`src/rtl/sync_fifo_pkg.sv`:
```
// Shared constants and helpers for the synchronous FIFO and its read-side drain engine.
package sync_fifo_pkg;

    localparam int DEFAULT_DATA_WIDTH = 8;
    localparam int FIFO_RD_LATENCY    = 1;
    localparam int SKID_DEPTH         = 3;
    localparam int LEVEL_W            = 2;

    typedef logic [LEVEL_W-1:0] skid_ptr_t;

    // Circular pointer advance over SKID_DEPTH entries (2 wraps to 0).
    function automatic skid_ptr_t ptr_inc(input skid_ptr_t ptr);
        skid_ptr_t nxt;
        if (ptr == skid_ptr_t'(SKID_DEPTH - 1)) begin
            nxt = 2'd0;
        end else begin
            nxt = ptr + 2'd1;
        end
        return nxt;
    endfunction

endpackage

```
`src/rtl/sync_fifo_reader_if.sv`:
```
// FIFO read port plus downstream valid/ready stream of the drain engine.
interface sync_fifo_reader_if #(
    parameter int DATA_WIDTH = sync_fifo_pkg::DEFAULT_DATA_WIDTH
);

    logic                               flush;
    logic                               fifo_empty;
    logic [DATA_WIDTH-1:0]              fifo_data;
    logic                               fifo_rd_en;
    logic                               m_valid;
    logic                               m_ready;
    logic [DATA_WIDTH-1:0]              m_data;
    logic [sync_fifo_pkg::LEVEL_W-1:0]  level;

    modport master (
        input  flush,
        input  fifo_empty,
        input  fifo_data,
        output fifo_rd_en,
        output m_valid,
        input  m_ready,
        output m_data,
        output level
    );

    modport slave (
        output flush,
        output fifo_empty,
        output fifo_data,
        input  fifo_rd_en,
        input  m_valid,
        output m_ready,
        input  m_data,
        input  level
    );

endinterface

```
`src/rtl/skid_buf3.sv`:
```
// Three-entry circular register buffer; head word and valid are registered so
// the stream outputs come straight from flops.
module skid_buf3
    import sync_fifo_pkg::*;
#(
    parameter int DATA_WIDTH = DEFAULT_DATA_WIDTH
) (
    input  logic                  clk,
    input  logic                  rst_n,
    input  logic                  clear,
    input  logic                  push,
    input  logic                  pop,
    input  logic [DATA_WIDTH-1:0] din,
    output logic                  valid,
    output logic [DATA_WIDTH-1:0] head_data,
    output logic [LEVEL_W-1:0]    occ
);

    logic [DATA_WIDTH-1:0] mem_r [SKID_DEPTH];
    logic [DATA_WIDTH-1:0] mem_s [SKID_DEPTH];
    skid_ptr_t             head_r;
    skid_ptr_t             head_s;
    skid_ptr_t             tail_r;
    skid_ptr_t             tail_s;
    logic [LEVEL_W-1:0]    occ_r;
    logic [LEVEL_W-1:0]    occ_s;
    logic                  valid_r;
    logic                  valid_s;
    logic [DATA_WIDTH-1:0] head_data_r;
    logic [DATA_WIDTH-1:0] head_data_s;

    // Next-state for storage, pointers, occupancy and the registered head word.
    always_comb begin
        mem_s  = mem_r;
        head_s = head_r;
        tail_s = tail_r;
        occ_s  = occ_r;
        if (clear) begin
            head_s = 2'd0;
            tail_s = 2'd0;
            occ_s  = 2'd0;
        end else begin
            if (push) begin
                mem_s[tail_r] = din;
                tail_s        = ptr_inc(tail_r);
            end else begin
                tail_s = tail_r;
            end
            if (pop) begin
                head_s = ptr_inc(head_r);
            end else begin
                head_s = head_r;
            end
            case ({push, pop})
                2'b10:   occ_s = occ_r + 2'd1;
                2'b01:   occ_s = occ_r - 2'd1;
                default: occ_s = occ_r;
            endcase
        end
        valid_s = (occ_s != 2'd0);
        // On clear the old head word is kept so m_data holds while idle.
        if (clear) begin
            head_data_s = head_data_r;
        end else begin
            head_data_s = mem_s[head_s];
        end
    end

    // Buffer state registers.
    always_ff @(posedge clk or negedge rst_n) begin
        if (!rst_n) begin
            for (int i = 0; i < SKID_DEPTH; i++) begin
                mem_r[i] <= '0;
            end
            head_r      <= 2'd0;
            tail_r      <= 2'd0;
            occ_r       <= 2'd0;
            valid_r     <= 1'b0;
            head_data_r <= '0;
        end else begin
            mem_r       <= mem_s;
            head_r      <= head_s;
            tail_r      <= tail_s;
            occ_r       <= occ_s;
            valid_r     <= valid_s;
            head_data_r <= head_data_s;
        end
    end

    assign valid     = valid_r;
    assign head_data = head_data_r;
    assign occ       = occ_r;

endmodule

```
`src/rtl/sync_fifo_reader.sv`:
```
// Read-side drain engine: issues FIFO reads, absorbs the one-cycle read latency
// in a 3-entry skid buffer and presents a valid/ready stream.
module sync_fifo_reader
    import sync_fifo_pkg::*;
#(
    parameter int DATA_WIDTH = DEFAULT_DATA_WIDTH
) (
    input  logic                clk,
    input  logic                rst_n,
    sync_fifo_reader_if.master  bus
);

    logic                  pend_r;
    logic                  rd_en_s;
    logic [2:0]            inflight_s;
    logic                  buf_valid_s;
    logic [DATA_WIDTH-1:0] buf_data_s;
    logic [LEVEL_W-1:0]    buf_occ_s;
    logic                  pop_s;

    // Issue rule: only registered state, empty, flush and reset feed rd_en, so
    // m_ready never reaches the FIFO combinationally.
    always_comb begin
        inflight_s = {1'b0, buf_occ_s} + {2'b00, pend_r};
        rd_en_s    = !bus.fifo_empty && !bus.flush &&
                     (inflight_s < 3'(SKID_DEPTH)) && rst_n;
        pop_s      = buf_valid_s && bus.m_ready;
    end

    // A read issued this cycle lands on fifo_data next cycle; flush drops it.
    always_ff @(posedge clk or negedge rst_n) begin
        if (!rst_n) begin
            pend_r <= 1'b0;
        end else begin
            pend_r <= rd_en_s;
        end
    end

    skid_buf3 #(
        .DATA_WIDTH (DATA_WIDTH)
    ) u_skid (
        .clk       (clk),
        .rst_n     (rst_n),
        .clear     (bus.flush),
        .push      (pend_r),
        .pop       (pop_s),
        .din       (bus.fifo_data),
        .valid     (buf_valid_s),
        .head_data (buf_data_s),
        .occ       (buf_occ_s)
    );

    assign bus.fifo_rd_en = rd_en_s;
    assign bus.m_valid    = buf_valid_s;
    assign bus.m_data     = buf_data_s;
    assign bus.level      = buf_occ_s;

endmodule
```
`src/flat_wrapper.sv`:
```
// flat-port wrapper written by rule: the top's interface ports become plain ports
module sync_fifo_reader_flat import sync_fifo_pkg::*;
#(
    parameter int DATA_WIDTH = DEFAULT_DATA_WIDTH
)
  (clk, rst_n, bus_flush, bus_fifo_empty, bus_fifo_data, bus_fifo_rd_en, bus_m_valid, bus_m_ready, bus_m_data, bus_level);
  sync_fifo_reader_if #(.DATA_WIDTH(DATA_WIDTH)) bus_i ();
  input  logic clk;
  input  logic rst_n;
  input wire logic [$bits(bus_i.flush)-1:0] bus_flush;
  input wire logic [$bits(bus_i.fifo_empty)-1:0] bus_fifo_empty;
  input wire logic [$bits(bus_i.fifo_data)-1:0] bus_fifo_data;
  output wire logic [$bits(bus_i.fifo_rd_en)-1:0] bus_fifo_rd_en;
  output wire logic [$bits(bus_i.m_valid)-1:0] bus_m_valid;
  input wire logic [$bits(bus_i.m_ready)-1:0] bus_m_ready;
  output wire logic [$bits(bus_i.m_data)-1:0] bus_m_data;
  output wire logic [$bits(bus_i.level)-1:0] bus_level;
  assign bus_i.flush = bus_flush;
  assign bus_i.fifo_empty = bus_fifo_empty;
  assign bus_i.fifo_data = bus_fifo_data;
  assign bus_fifo_rd_en = bus_i.fifo_rd_en;
  assign bus_m_valid = bus_i.m_valid;
  assign bus_i.m_ready = bus_m_ready;
  assign bus_m_data = bus_i.m_data;
  assign bus_level = bus_i.level;
  sync_fifo_reader #(.DATA_WIDTH(DATA_WIDTH)) u_core (.clk(clk), .rst_n(rst_n), .bus(bus_i));
endmodule
```
`config.mk`:
```
export PLATFORM = sky130hd
export DESIGN_NAME = sync_fifo_reader_flat
export DESIGN_NICKNAME = d
export VERILOG_FILES = /design/src/rtl/sync_fifo_pkg.sv /design/src/rtl/sync_fifo_reader_if.sv /design/src/rtl/skid_buf3.sv /design/src/rtl/sync_fifo_reader.sv /design/src/flat_wrapper.sv
export SDC_FILE = /design/constraint.sdc
export NUM_CORES = 1
export LEC_CHECK = 0
export CAP_MARGIN = 20
export CORE_ASPECT_RATIO = 2
export CORE_UTILIZATION = 50
export CTS_BUF_LIST = sky130_fd_sc_hd__clkbuf_8
export DETAILED_ROUTE_END_ITERATION = 10
export MAX_ROUTING_LAYER = met4
export PLACE_DENSITY = 0.79
export SETUP_SLACK_MARGIN = 0.3
export SKIP_CTS_REPAIR_TIMING = 1
export SYNTH_ARGS = -nofsm -noshare
export SYNTH_HDL_FRONTEND = slang
export SYNTH_SLANG_ARGS = --single-unit
```
`constraint.sdc`:
```
create_clock -name clk -period 1.8 [get_ports clk]
set_clock_uncertainty 0.15 [all_clocks]
set_input_delay 0.18 -clock clk [delete_from_list [all_inputs] [get_ports clk]]
set_output_delay 0.18 -clock clk [all_outputs]
set_load 0.005 [all_outputs]
```
==> flow_summary_export.csv, run 1 <==
group,metric,value,unit
cts,clk_pin_slew,80,ps
yosys,yosysWarnings,0,
final_layout,n_antenna_cell,0,
detailed_routing,vias,1653,
setup_path,end_kind,"output pin",
timing,hold_viol,0,
cts,clkLatencyLatePin,290,ps
timing,drv_slew,0,
yosys,synth.avg_cell_area,12.46,µm²
final_layout,stdcell_count,269,
power,powerDensity,888.5,nW/µm²
floorplanning,die-width,46.22,µm
setup_path,crit_family,"simple AND/OR/NAND/NOR gates",
detailed_routing,dr.first_iter.drc_count,62,
grt,grt_pass1_vias,1607,
grt,grt.overflow.total,0,
power,total_power,2.601,mW
final_layout,ff_latch_area,1003,µm²
detailed_routing,drtAntennaViolNets,0,
cts,clock_path_buffers,2,
final_layout,nFillCells,213,
run_status,status,"finished with violations",
final_layout,nets,235,
yosys,syn-num-nets,173,
setup_path,worst-setup-path-type,"reg2out",
cts,htreeDepth,2,
final_layout,utilization,79.46,%
timing,fin_ws,-308.1,ps
setup_path,max_stage_delay,490,ps
placed_design,dpl.hpwl,3244,µm
setup_path,arrival,1780,ps
cts,cts_tree,"yes",
yosys,yosysTopAreaCell,"dfrtp_1",
timing,fmax,474.4,MHz
yosys,syn-instance-count,157,
floorplanning,die_area,4180,µm²
timing,fin_crit,2108,ps
final_layout,layout_commonest_cell,"dfrtp_1",
final_layout,area_growth,49.71,%
yosys,synth_area_leaders,"dfrtp_1 (51%), mux2_2 (14%), o32ai_1 (3.6%)",
setup_path,crit_path_cell_trace,"ha_2 -> ha_2 -> or4b_4 -> a21oi_4 -> buf_2",
yosys,syn_area,1956,µm²
timing,rsz0062_at_grt,"yes",
yosys,ys_seq_elements,40,
setup_path,crit_required,1470,ps
grt,antenna_found_initial,0,
setup_path,cpMostUsedCell,"ha_2",
yosys,synth_top_area_share,51.18,%
cts,cts-root-buf,"clkbuf_8",
grt,grt_usage,26.37,%
grt,grt_max_degree,41,
floorplanning,start_util,53.07,%
detailed_routing,wl,5865,µm
detailed_routing,route.detailed.drc,0,
floorplanning,coreArea,3685,µm²
placed_design,dp.cells,245,
floorplanning,die_h,90.45,µm
placed_design,place_area,2482,µm²
detailed_routing,routed_via_density,6.145,
power,ir_worst_vdd,0.8798,mV
hold_path,worstHoldPathType,"in2reg",
final_layout,multi_input_area,1135,µm²
detailed_routing,wire_per_inst,21.80,µm
final_layout,most-common-layout-cells,"dfrtp_1 (38), buf_4 (25), mux2_4 (17), clkdlybuf4s50_1 (14)",
run,cap_violations,0,
floorplanning,ios,25,
timing,relSlewSlack,65.81,%
final_layout,drive_gt1_share,48.18,%
cts,numCtsBuffers,5,
timing,setup_viol_count_final,11,
grt,grt_pass1_wl,7748,µm
timing,fin_crit_sh,117.1,%
yosys,synth_cell_type_count,33,
setup_path,crit_fanout,2,
cts,clkSinkCount,40,
yosys,synth-seq-area-share,51.18,%
floorplanning,rows,31,
timing,worst_slew_pin_slew,512.8,ps
placed_design,port_buffers,24,
setup_path,cp_num_buf_inv,1,
run_status,failed_checks,"negative setup slack",
power,leakage,1.372,nW
setup_path,start_kind,"flip-flop",
final_layout,final_area,2928,µm²
detailed_routing,firstDrtPassIters,4,
placed_design,gp_congestion,0.8130,
setup_path,crit_slowest_cell,"or4b_4",
==> report_power, final <==
part,internal (mW),switching (mW),total (mW),leakage (nW)
Sequential,1.05,0.108,1.16,0.522
Combinational,0.495,0.338,0.833,0.799
Clock,0.306,0.307,0.613,0.0510
Total,1.85,0.753,2.60,1.37
==> routing by layer <==
layer,share of wire (%),track usage [%],vias to the layer above,routed length (µm)
met5,0,-,-,0
met4,3.2,9.559,0,187
met3,4.1,3.800,15,238
met2,56,43.31,66,3300
met1,36,31.33,855,2139
li1,-,-,717,-
==> through the flow <==
| step | setup WS, ps | TNS, ps | hold WS [ps] |
|---|---|---|---|
| floorplan | 118.9 | 0 | -265.6 |
| global placement | -327.2 | -5095 | 135.8 |
| detailed placement | -382.8 | -6497 | 138.7 |
| CTS | -709.8 | -1138 | -173.0 |
| global route | -357.3 | -1442 | 340.8 |
| finish | -308.1 | -1000 | 344.7 |
==> worst reg2reg max path: cells and delay by family, from the launching register on <==
kind	cells	cell delay [ps]
DFF	1	400
AOI/OAI and AO/OA	2	620
and+or+nand+nor	1	130
buffers and inverters	4	570
==> kinds of logic after synthesis <==
family / synth area share (%)
AOI/OAI and AO/OA: 14.20
xor gates and xnor gates: 0.8959
adders and majority gates: 1.920
buffers and inverters: 3.455
DFF: 51.18
muxes: 13.82
and+or+nand+nor: 14.52
==> state kept, by name, summed over array words and instances (netlist names) <==
register / cells
u_core.u_skid.mem_r: 24
u_core.u_skid.head_data: 8
u_core.u_skid.head_r: 2
u_core.u_skid.occ: 2
u_core.u_skid.tail_r: 2
u_core.pend_r: 1
u_core.u_skid.valid: 1
==> layout make-up <==
class                      instances  share of cell area (%)
clock inverter                     2                  0.3419
timing repair buffer              63                   21.20
inverter                           2                  0.5128
tap                               49                   2.094
sequential                        40                   34.27
clock buffer                       6                   2.821
multi-input combinational        107                   38.76
==> synth_stat cells <==
library cell	n
or4b_2	1
and2_1	1
xor2_1	1
a31oi_1	1
o32ai_1	8
o21bai_1	1
nor2_1	3
nand3b_1	9
nor4b_4	1
inv_1	2
or3_1	9
nand4bb_1	1
ha_1	3
nand2_1	10
and4b_1	1
dfrtp_1	40
clkbuf_2	1
a21oi_1	13
nor3_1	1
a21bo_2	3
o311ai_1	6
xnor2_1	1
o311ai_2	2
mux2_2	24
buf_2	2
buf_6	3
nand3_2	1
a21oi_2	1
o21ai_0	1
and4bb_2	1
nand2b_1	1
and4bb_4	1
clkbuf_1	3
==> worst paths after layout <==
check / from / depth (start not counted) / slack [ps] / end
max: u_core.pend_r / 5 / -310 / bus_fifo_rd_en
max reg2reg: u_core.pend_r / 7 / -190 / u_core.u_skid.head_data[1]
min reg2reg: u_core.u_skid.mem_r[2] / 1 / 350 / u_core.u_skid.mem_r[2]
min in group asynchronous: rst_n / 3 / 360 / u_core.u_skid.tail_r[0]
min: rst_n / 5 / 340 / u_core.pend_r
max in group asynchronous: rst_n / 3 / 760 / u_core.u_skid.valid
(Power assumes the default switching activity.)
==> inputs of run 2 (changes only) <==
- SYNTH_HIERARCHICAL: not set -> 1
==> flow_summary_export.csv, run 2 <==
group,metric,value,unit
run_status,status,"finished with violations",
run_status,failed_checks,"negative setup slack",
setup_path,worst-setup-path-type,"reg2out",
setup_path,crit_fanout,2,
floorplanning,ios,25,
grt,grt_pass1_vias,1694,
power,powerDensity,852.4,nW/µm²
timing,setup_viol_count_final,22,
power,ir_worst_vdd,0.8927,mV
floorplanning,coreArea,3685,µm²
detailed_routing,firstDrtPassIters,4,
setup_path,arrival,1810,ps
grt,grt_max_degree,41,
power,clock_power_share,24.1,%
yosys,syn-num-nets,188,
timing,drv_slew,0,
yosys,ys.flop_type,"dfrtp_1",
final_layout,largest_reg_flops,24,
final_layout,most-common-layout-cells,"dfrtp_1 (39), buf_4 (36), mux2_4 (16), buf_6 (14)",
setup_path,r2r_slack,-220,ps
power,p_comb_share,32.1,%
power,power_frac_seq,43.8,%
final_layout,final_area,3065,µm²
detailed_routing,wl,6765,µm
power,sw_frac_of_total,29.16,%
floorplanning,die-width,46.24,µm
setup_path,end_kind,"output pin",
grt,antenna_found_initial,0,
grt,grt_pass1_wl,8107,µm
timing,worst_slew_pin_slew,514.7,ps
timing,rsz0062_at_grt,"yes",
cts,numCtsBuffers,5,
yosys,syn-instance-count,172,
placed_design,dpl.hpwl,3450,µm
yosys,synth_area_leaders,"dfrtp_1 (51%), mux2_1 (9.2%), mux2i_1 (4.1%)",
timing,hold_viol,0,
setup_path,startpoint,"u_core/u_skid/occ[0]",
cts,clkSinkCount,40,
detailed_routing,routed_via_density,5.910,
floorplanning,rows,31,
power,switchingPower,0.7620,mW
detailed_routing,route.detailed.drc,0,
detailed_routing,dr.first_iter.drc_count,102,
yosys,ys_seq_elements,40,
final_layout,n_antenna_cell,0,
detailed_routing,vias,1767,
placed_design,dp.cells,264,
floorplanning,start_util,53.11,%
yosys,synth_edf_count,0,
final_layout,layout_commonest_cell,"dfrtp_1",
setup_path,crit_path_cell_trace,"ha_2 -> ha_2 -> or4b_4 -> a21oi_2 -> buf_2",
detailed_routing,wire_per_inst,22.63,µm
cts,htreeDepth,2,
floorplanning,die_h,90.47,µm
cts,clock_path_buffers,2,
setup_path,max_stage_delay,480,ps
timing,fin_ws,-342.6,ps
grt,grt_usage,27.65,%
hold_path,worstHoldPathType,"in2reg",
yosys,syn_area,1957,µm²
timing,relSlewSlack,65.69,%
grt,grt.overflow.total,0,
yosys,synth-seq-area-share,51.15,%
setup_path,endpoint,"bus_fifo_rd_en",
setup_path,start_kind,"flip-flop",
detailed_routing,drtAntennaViolNets,0,
timing,fin_crit_sh,119.0,%
setup_path,r2r_start,"u_core/u_skid/tail_r[0]",
final_layout,area_growth,56.65,%
setup_path,crit_required,1470,ps
cts,clk_pin_slew,70,ps
yosys,yosysTopAreaCell,"dfrtp_1",
yosys,synth_top_area_share,51.15,%
power,intPower,1.851,mW
setup_path,crit_slowest_cell,"or4b_4",
final_layout,regMostFlops,"u_core/u_skid/mem_r",
placed_design,place_area,2494,µm²
final_layout,nFillCells,195,
timing,fin_crit,2143,ps
yosys,async_flop_share,100.0,%
yosys,yosysMostFrequentCell,"dfrtp_1",
yosys,yosysWarnings,6,
placed_design,gp_congestion,0.7955,
yosys,synth.avg_cell_area,11.38,µm²
cts,cts_tree,"yes",
final_layout,nets,265,
placed_design,port_buffers,24,
cts,clkLatencyLatePin,300,ps
setup_path,rr_worst_depth,5,
power,leakage,1.559,nW
yosys,synth_cell_type_count,36,
cts,cts-root-buf,"clkbuf_8",
floorplanning,die_area,4183,µm²
final_layout,drive_gt1_share,45.60,%
yosys,synth.top_cells.by_count,"dfrtp_1 (40), mux2_1 (16), a21oi_1 (12), nor2_1 (12), or3_1 (10)",
final_layout,stdcell_count,299,
timing,fmax,466.7,MHz
run,cap_violations,0,
setup_path,cpMostUsedCell,"ha_2",
setup_path,r2r-end,"u_core/u_skid/head_data[0]",
==> run 2: cell types whose count changed in the layout (fill, tap and decap cells not counted), sizes merged, moves of 3 or more <==
cell / previous run / this run
buf: 40 / 55
inv: 2 / 9
o311ai: 8 / 0
a21bo: 3 / 0
nor2: 3 / 12
o21ai: 1 / 9
a31o: 0 / 8
mux2: 24 / 16
nand3b: 9 / 1
mux2i: 0 / 8
o32ai: 8 / 0
o21bai: 1 / 9
==> run 2: worst min path at each step <==
| stage | startpoint | to | slack [ps] | depth (start not counted) |
|---|---|---|---|---|
| floorplan | rst_n | u_core/pend_r | -270 | 0 |
| global placement | rst_n | u_core/u_skid/mem_r[10] | 130 | 2 |
| detailed placement | rst_n | u_core/u_skid/mem_r[18] | 130 | 2 |
| CTS | rst_n | u_core/u_skid/head_data[1] | -190 | 2 |
| global route | rst_n | u_core/pend_r | 340 | 5 |
| finish | rst_n | u_core/pend_r | 330 | 5 |
==> run 2: per-layer routing <==
| metal | GRT usage (%) | up-vias | share of wire (%) |
|---|---|---|---|
| met4 | 13.73 | 0 | 4.8 |
| met3 | 5.200 | 27 | 4.6 |
| met5 | - | - | 0 |
| met2 | 44.60 | 87 | 55 |
| met1 | 30.97 | 893 | 36 |
| li1 | - | 760 | - |
==> run 2: logic make-up (layout without fill, tap and decap cells) <==
group	Yosys count	after routing	share of synthesized area (%)
simple gates	44	44	13.43
compound gates	41	41	14.51
flops	40	40	51.15
mux	24	24	13.30
buf+inv	18	96	4.795
fa+ha+maj	3	3	1.918
xor+xnor	2	2	0.8953
==> run 2: final cells by class <==
class                   instances  area (µm²)  share of cell area, %
flip-flops and latches         40        1002                  32.69
clock inverters                 2       10.01                 0.3265
repair buffers                 79       763.2                  24.90
well taps                      49       61.31                  2.000
multi-input cells             114        1107                  36.12
clock buffers                   6       82.58                  2.694
inverters                       9       38.79                  1.265
==> run 2: critical path, delay by kind of cell (launching register included) <==
family | cells | cell delay (ps)
adders and majority gates | 2 | 360
and+or+nand+nor | 1 | 480
AOI/OAI and AO/OA | 1 | 140
buffers and inverters | 1 | 130
DFF | 1 | 400
==> run 2: power groups by stage <==
stage / sequential, mW / combinational (mW) / clock, mW
floorplan: 1.14 / 0.344 / 0
global placement: 1.14 / 0.617 / 0
detailed placement: 1.15 / 0.655 / 0
CTS: 1.13 / 0.660 / 0.638
global route: 1.16 / 0.885 / 0.677
finish: 1.14 / 0.839 / 0.629
==> run 2: metrics by stage <==
stage | util, % | hold slack (ps) | power, mW | setup WS [ps] | TNS, ps
6_report | 83.19 | 331.6 | 2.613 | -342.6 | -2830
5_1_grt | 83.19 | 340.3 | 2.719 | -389.7 | -4775
4_1_cts | 70.19 | -185.1 | 2.432 | -729.6 | -1846
3_5_place_dp | 67.67 | 133.5 | 1.806 | -421.6 | -7784
3_3_place_gp | 67.67 | 129.3 | 1.752 | -338.3 | -5680
2_1_floorplan | - | -265.6 | 1.481 | 55.89 | 0
==> inputs of run 3 (changes only) <==
- SYNTH_HIERARCHICAL: 1 -> not set
==> results of run 3 <==
The final DEF is identical to that of run 1; final timing and power are the same.
